## src/rtl/pwm_channel_driver.sv

```systemverilog
// Per-colour PWM comparator bank with a frame sequencer that serialises PWM bits or brightness to an LED driver chain.
// Optional build macro PWM_TEST_PANEL_REMAP_EN adds test_panel_select for bit-reversed data frames.
module pwm_channel_driver #(
  parameter int CHANNELS    = 16,
  parameter int PWM_BITS    = 8,
  parameter int BRIGHT_BITS = 8
) (
  input  logic                         clk,
  input  logic                         reset_n,
  input  logic [PWM_BITS-1:0]          pwm_time,
  input  logic [CHANNELS*PWM_BITS-1:0] component_values,
  input  logic [BRIGHT_BITS-1:0]       brightness_in,
  input  logic                         brightness_we,
  input  logic                         start,
  input  logic                         frame_sel,
`ifdef PWM_TEST_PANEL_REMAP_EN
  input  logic                         test_panel_select,
`endif
  output logic                         busy,
  output logic                         done,
  output logic                         sdo,
  output logic                         sclk,
  output logic                         latch
);

  localparam int CNT_W = (CHANNELS > 1) ? $clog2(CHANNELS) : 1;
  localparam logic [CNT_W-1:0] LAST_BIT = CNT_W'(CHANNELS - 1);

  if (BRIGHT_BITS > CHANNELS) begin : g_bright_chk
    $error("BRIGHT_BITS must not exceed CHANNELS");
  end

  typedef enum logic [2:0] {
    S_IDLE  = 3'd0,
    S_LOAD  = 3'd1,
    S_SHIFT = 3'd2,
    S_LATCH = 3'd3,
    S_DONE  = 3'd4
  } state_t;

  state_t                 r_state;
  state_t                 w_state_nxt;
  logic [CHANNELS-1:0]    r_sr;
  logic [CHANNELS-1:0]    w_sr_shl;
  logic [CHANNELS-1:0]    w_pwm_bits;
  logic [CHANNELS-1:0]    w_data_vec;
  logic [CHANNELS-1:0]    w_load_vec;
  logic [BRIGHT_BITS-1:0] r_bright;
  logic [CNT_W-1:0]       r_bit_cnt;
  logic                   r_phase;
  logic                   r_frame_sel;
  logic                   r_busy;
  logic                   r_done;
  logic                   r_sdo;
  logic                   r_sclk;
  logic                   r_latch;

  assign busy  = r_busy;
  assign done  = r_done;
  assign sdo   = r_sdo;
  assign sclk  = r_sclk;
  assign latch = r_latch;

  assign w_sr_shl = r_sr << 1;

  // Comparator bank and frame-vector selection; only consumed during LOAD
  always_comb begin
    w_pwm_bits = '0;
    for (int i = 0; i < CHANNELS; i++) begin
      w_pwm_bits[i] = (pwm_time < component_values[PWM_BITS*i +: PWM_BITS]);
    end
    w_data_vec = w_pwm_bits;
`ifdef PWM_TEST_PANEL_REMAP_EN
    if (test_panel_select) begin
      for (int i = 0; i < CHANNELS; i++) begin
        w_data_vec[i] = w_pwm_bits[CHANNELS-1-i];
      end
    end
`endif
    w_load_vec = '0;
    if (r_frame_sel) begin
      w_load_vec[BRIGHT_BITS-1:0] = r_bright;
    end else begin
      w_load_vec = w_data_vec;
    end
  end

  always_ff @(posedge clk or negedge reset_n) begin
    if (!reset_n) begin
      r_state <= S_IDLE;
    end else begin
      r_state <= w_state_nxt;
    end
  end

  always_comb begin
    w_state_nxt = r_state;
    case (r_state)
      S_IDLE:  if (start) w_state_nxt = S_LOAD;
      S_LOAD:  w_state_nxt = S_SHIFT;
      S_SHIFT: if (r_phase && (r_bit_cnt == LAST_BIT)) w_state_nxt = S_LATCH;
      S_LATCH: w_state_nxt = S_DONE;
      S_DONE:  w_state_nxt = S_IDLE;
      default: w_state_nxt = S_IDLE;
    endcase
  end

  // Shift datapath: sdo is set up a full cycle before each sclk rising edge
  always_ff @(posedge clk or negedge reset_n) begin
    if (!reset_n) begin
      r_sr        <= '0;
      r_bright    <= '1;
      r_bit_cnt   <= '0;
      r_phase     <= 1'b0;
      r_frame_sel <= 1'b0;
      r_sdo       <= 1'b0;
    end else begin
      if (brightness_we) r_bright <= brightness_in;
      case (r_state)
        S_IDLE: begin
          if (start) r_frame_sel <= frame_sel;
          r_sdo <= 1'b0;
        end
        S_LOAD: begin
          r_sr      <= w_load_vec;
          r_sdo     <= w_load_vec[CHANNELS-1];
          r_phase   <= 1'b0;
          r_bit_cnt <= '0;
        end
        S_SHIFT: begin
          if (!r_phase) begin
            r_phase <= 1'b1;
          end else begin
            r_phase   <= 1'b0;
            r_bit_cnt <= r_bit_cnt + CNT_W'(1);
            r_sr      <= w_sr_shl;
            r_sdo     <= (r_bit_cnt == LAST_BIT) ? 1'b0 : w_sr_shl[CHANNELS-1];
          end
        end
        default: r_sdo <= 1'b0;
      endcase
    end
  end

  // Control outputs registered from the next state so they line up with it
  always_ff @(posedge clk or negedge reset_n) begin
    if (!reset_n) begin
      r_busy  <= 1'b0;
      r_done  <= 1'b0;
      r_sclk  <= 1'b0;
      r_latch <= 1'b0;
    end else begin
      r_busy  <= (w_state_nxt == S_LOAD) || (w_state_nxt == S_SHIFT) ||
                 (w_state_nxt == S_LATCH);
      r_done  <= (w_state_nxt == S_DONE);
      r_latch <= (w_state_nxt == S_LATCH);
      r_sclk  <= (r_state == S_SHIFT) && !r_phase;
    end
  end

endmodule

```

## config.mk

```make
export PLATFORM = sky130hd
export DESIGN_NAME = pwm_channel_driver
export DESIGN_NICKNAME = d
export VERILOG_FILES = /design/src/rtl/pwm_channel_driver.sv
export SDC_FILE = /design/constraint.sdc
export NUM_CORES = 1
export LEC_CHECK = 0
export ABC_AREA = 1
export ABC_CLOCK_PERIOD_IN_PS = 1150
export CELL_PAD_IN_SITES_DETAIL_PLACEMENT = 1
export CELL_PAD_IN_SITES_GLOBAL_PLACEMENT = 1
export CORE_MARGIN = 1.5
export CORE_UTILIZATION = 30
export DETAILED_ROUTE_END_ITERATION = 7
export MAX_ROUTING_LAYER = met4
export PLACE_DENSITY = 0.86
export SLEW_MARGIN = 20
export SYNTH_ARGS = -nofsm -noshare
export SYNTH_HDL_FRONTEND = slang
export SYNTH_SLANG_ARGS = --single-unit
```

## constraint.sdc

```tcl
create_clock -name clk -period 1.15 [get_ports clk]
set_input_delay 0.23 -clock clk [delete_from_list [all_inputs] [get_ports clk]]
set_output_delay 0.23 -clock clk [all_outputs]
set_load 0.02 [all_outputs]
```

==> results.txt <==
Status: finished, violations left
Failing checks: setup timing
Post-DRT Antenna Nets: 0
Worst Skew: 0.00733 ns
RSZ-0062 raised after global routing: yes
Total track usage: 23.4%
Dpl cell area: 6750 µm²
WP buf/inv: 2
Worst slew pin tran: 0.255 ns
First-pass GRT wire length: 29000 µm
Count leader, synth: nand2_1
Number of global-route vias before repair: 5824
Final setup viols: 23
Syn Area/Cell: 7.05 µm²
Grt total ovfl: 0
Fin crit share: 126%
Skew-Pair Late Insertion Delay: 0.28 ns
Final Hold Fails: 0
Top delay family on crit path: buffers and inverters
CTS clk-pin slew, worst paths: 0.06 ns
Worst EP required: 1.36 ns
Critical Path, Cell by Cell: clkdlybuf4s50_1 > inv_1 > ha_1 > a21oi_1 > o21a_1 > nand4_1 > a21oi_2
Synth warn: 0
Fraction of layout cells with a size suffix above 1: 34.3%
Post-Layout Inst Area: 8180 µm²
R2R depth: 9
Sequential-to-total area share from yosys stat: 20.0%
Post-Route Utilization: 53.8%
Final worst path period need: 1.45 ns
Leak: 0.00407 µW
Post-synthesis register bit count: 37
Rows: 45
VDD IR max: 0.000641 V
Port Buffers: 153
Clk Tree Root Cell: clkbuf_16
Setup WS post-layout: -0.299 ns
Final net count: 1136
Area share of the leading cell type in the synthesized netlist: 30.2%
Area leader, netlist: ha_1
Setup CP Type: input port to register
Crit path launch type: input port
CTS Buffer Depth: 2
Starting density of the core: 30.8%
Cell count after synthesis: 664
DRT iter0 DRCs: 178
Arrival time worst endpoint: 1.66 ns
Worst min path class: input port to asynchronous set/reset pin
Slew HR: 83.0%
Via Count: 5201
CTS sink cnt: 37
Syn Nets: 926
WL/cell: 18.2 µm
DRT Wirelength: 19400 µm
Ys async rst share: 100%
H-tree depth: 2
Slew Viols, Final: 0
R2R Path Start: r_state[2]$_DFF_PN0_
Top cells by area, synth: ha_1 30%, dfrtp_1 15%, nand2_1 14%
Endpoint class of the critical path: register
Total Power: 9760 µW
Placer Congestion: 0.788
Cell Area, Synth: 4680 µm²
Synth cell types: 30
Crit path max fanout: 2
Initial antenna violation count: 0
Die height: 128 µm
Number of buffers created by CTS: 5
DRC errors left: 0
Max cap viols: 0
Post-synth EDFFs: 0
Post-synth top cells: 175 x nand2_1, 142 x inv_1, 113 x ha_1
DIE WIDTH: 128 µm
Crit path largest cell delay: 0.46 ns
Area Overhead vs Synth: 74.8%
Slowest stage cell, crit path: clkdlybuf4s50_1
Predominant post-synthesis flop cell: dfrtp_1
Hpwl dp: 12500 µm
RR Endpoint: r_sr[12]$_DFFE_PN0P_
CTS tree: yes
R2R setup slack: -0.20 ns
Drt via density: 4.89
Largest net degree at the start of global routing: 38
Fmax: 0.690 GHz
# IOs: 154
Pre-antenna DRT Iters: 4
Total die area: 16400 µm²
Core area: 15200 µm²
P per Cell Area: 1190 nW/µm²
## cell usage in the layout, fill, tap and decap left out, drive strengths merged, types with 2 or more instances in the layout
cell type	n
dfstp	8
clkbuf	7
o21ai	18
ha	113
o21a	8
mux2	8
a21oi	72
buf	68
nor3	2
dlymetal6s2s	9
dlygate4sd2	49
clkinv	8
nand4	9
nand2	179
clkdlybuf4s50	83
nor2	39
inv	146
nand3	6
dfrtp	29
nor3b	7
## worst min-delay path: stages
cell and delay (ns):
dlygate4sd3_1 0.53, buf_2 0.12, buf_12 0.22
## logic make-up (layout without fill, tap and decap cells)
kind of cell / count (synthesis) / in the layout / synth area share [%]
and+or+nand+nor: 242 / 242 / 21.2
buffers and inverters: 163 / 374 / 14.3
adders and majority gates: 113 / 113 / 30.2
AOI/OAI and AO/OA: 100 / 100 / 12.2
DFF: 37 / 37 / 20.0
muxes: 8 / 8 / 1.92
xor gates and xnor gates: 1 / 1 / 0.187
other: 0 / 1 / 0
## repair_timing
item                       in CTS  in global routing
pin swaps                     119                 53
buffers inserted               11                  3
hold buffers                    1                  0
resized for setup             259                 73
setup endpoints to repair      28                 30
hold endpoints to repair       29                  0
cloned                          7                  0
## final cells by class
type	instances	area, µm²
Clock inverter	2	35.0
Timing Repair Buffer	212	2140
Multi-Input combinational cell	464	4120
Timing Repair inverter	1	7.51
Inverter	153	582
Fill cell	1808	7020
Tap cell	188	235
Antenna cell	1	2.50
Sequential cell	37	936
Clock buffer	6	129
## power by group
group / internal [µW] / total (µW) / switching, µW
clock network: 1020 / 1590 / 565
registers: 1790 / 2080 / 292
logic: 2840 / 6100 / 3260
## flip-flops by register name (all words and copies together) (netlist names)
name / count
done: 1
r_bright: 8
latch: 1
r_sr: 15
r_phase: 1
r_bit_cnt: 4
busy: 1
r_frame_sel: 1
sdo: 1
r_state: 3
sclk: 1
## metrics by stage
step	hold WS (ns)	std cells	setup TNS, ns	setup slack (ns)
after floorplan	-0.0656	664	-0.905	-0.0698
after detailed placement	0.217	1035	-14.64	-0.885
after global placement	0.216	1035	-13.36	-0.772
after global routing	0.487	1063	-5.26	-0.334
final	0.460	1064	-3.65	-0.299
after CTS	0.447	1060	-3.42	-0.201
## worst max path at each step
stage                         start              endpoint  cells past startpoint
4_1_cts        r_state[2]$_DFF_PN0_  r_sr[13]$_DFFE_PN0P_                      9
3_5_place_dp            pwm_time[3]  r_sr[13]$_DFFE_PN0P_                      9
5_1_grt        component_values[79]   r_sr[9]$_DFFE_PN0P_                      7
6_report       component_values[79]   r_sr[9]$_DFFE_PN0P_                      7
2_1_floorplan  r_state[2]$_DFF_PN0_  r_sr[10]$_DFFE_PN0P_                      9
3_3_place_gp            pwm_time[3]  r_sr[14]$_DFFE_PN0P_                      9
## per-layer routing
| layer | track usage, % | share of wire, % | wire length (µm) | vias to the layer above |
|---|---|---|---|---|
| met5 | - | 0 | 0 | - |
| met4 | 7.87 | 3.2 | 619 | 0 |
| met3 | 3.21 | 4.7 | 903 | 45 |
| met2 | 43.7 | 53 | 10300 | 158 |
| met1 | 25.5 | 39 | 7620 | 2481 |
| li1 | - | - | - | 2517 |
Note: power is estimated with default switching activity, not from simulation.
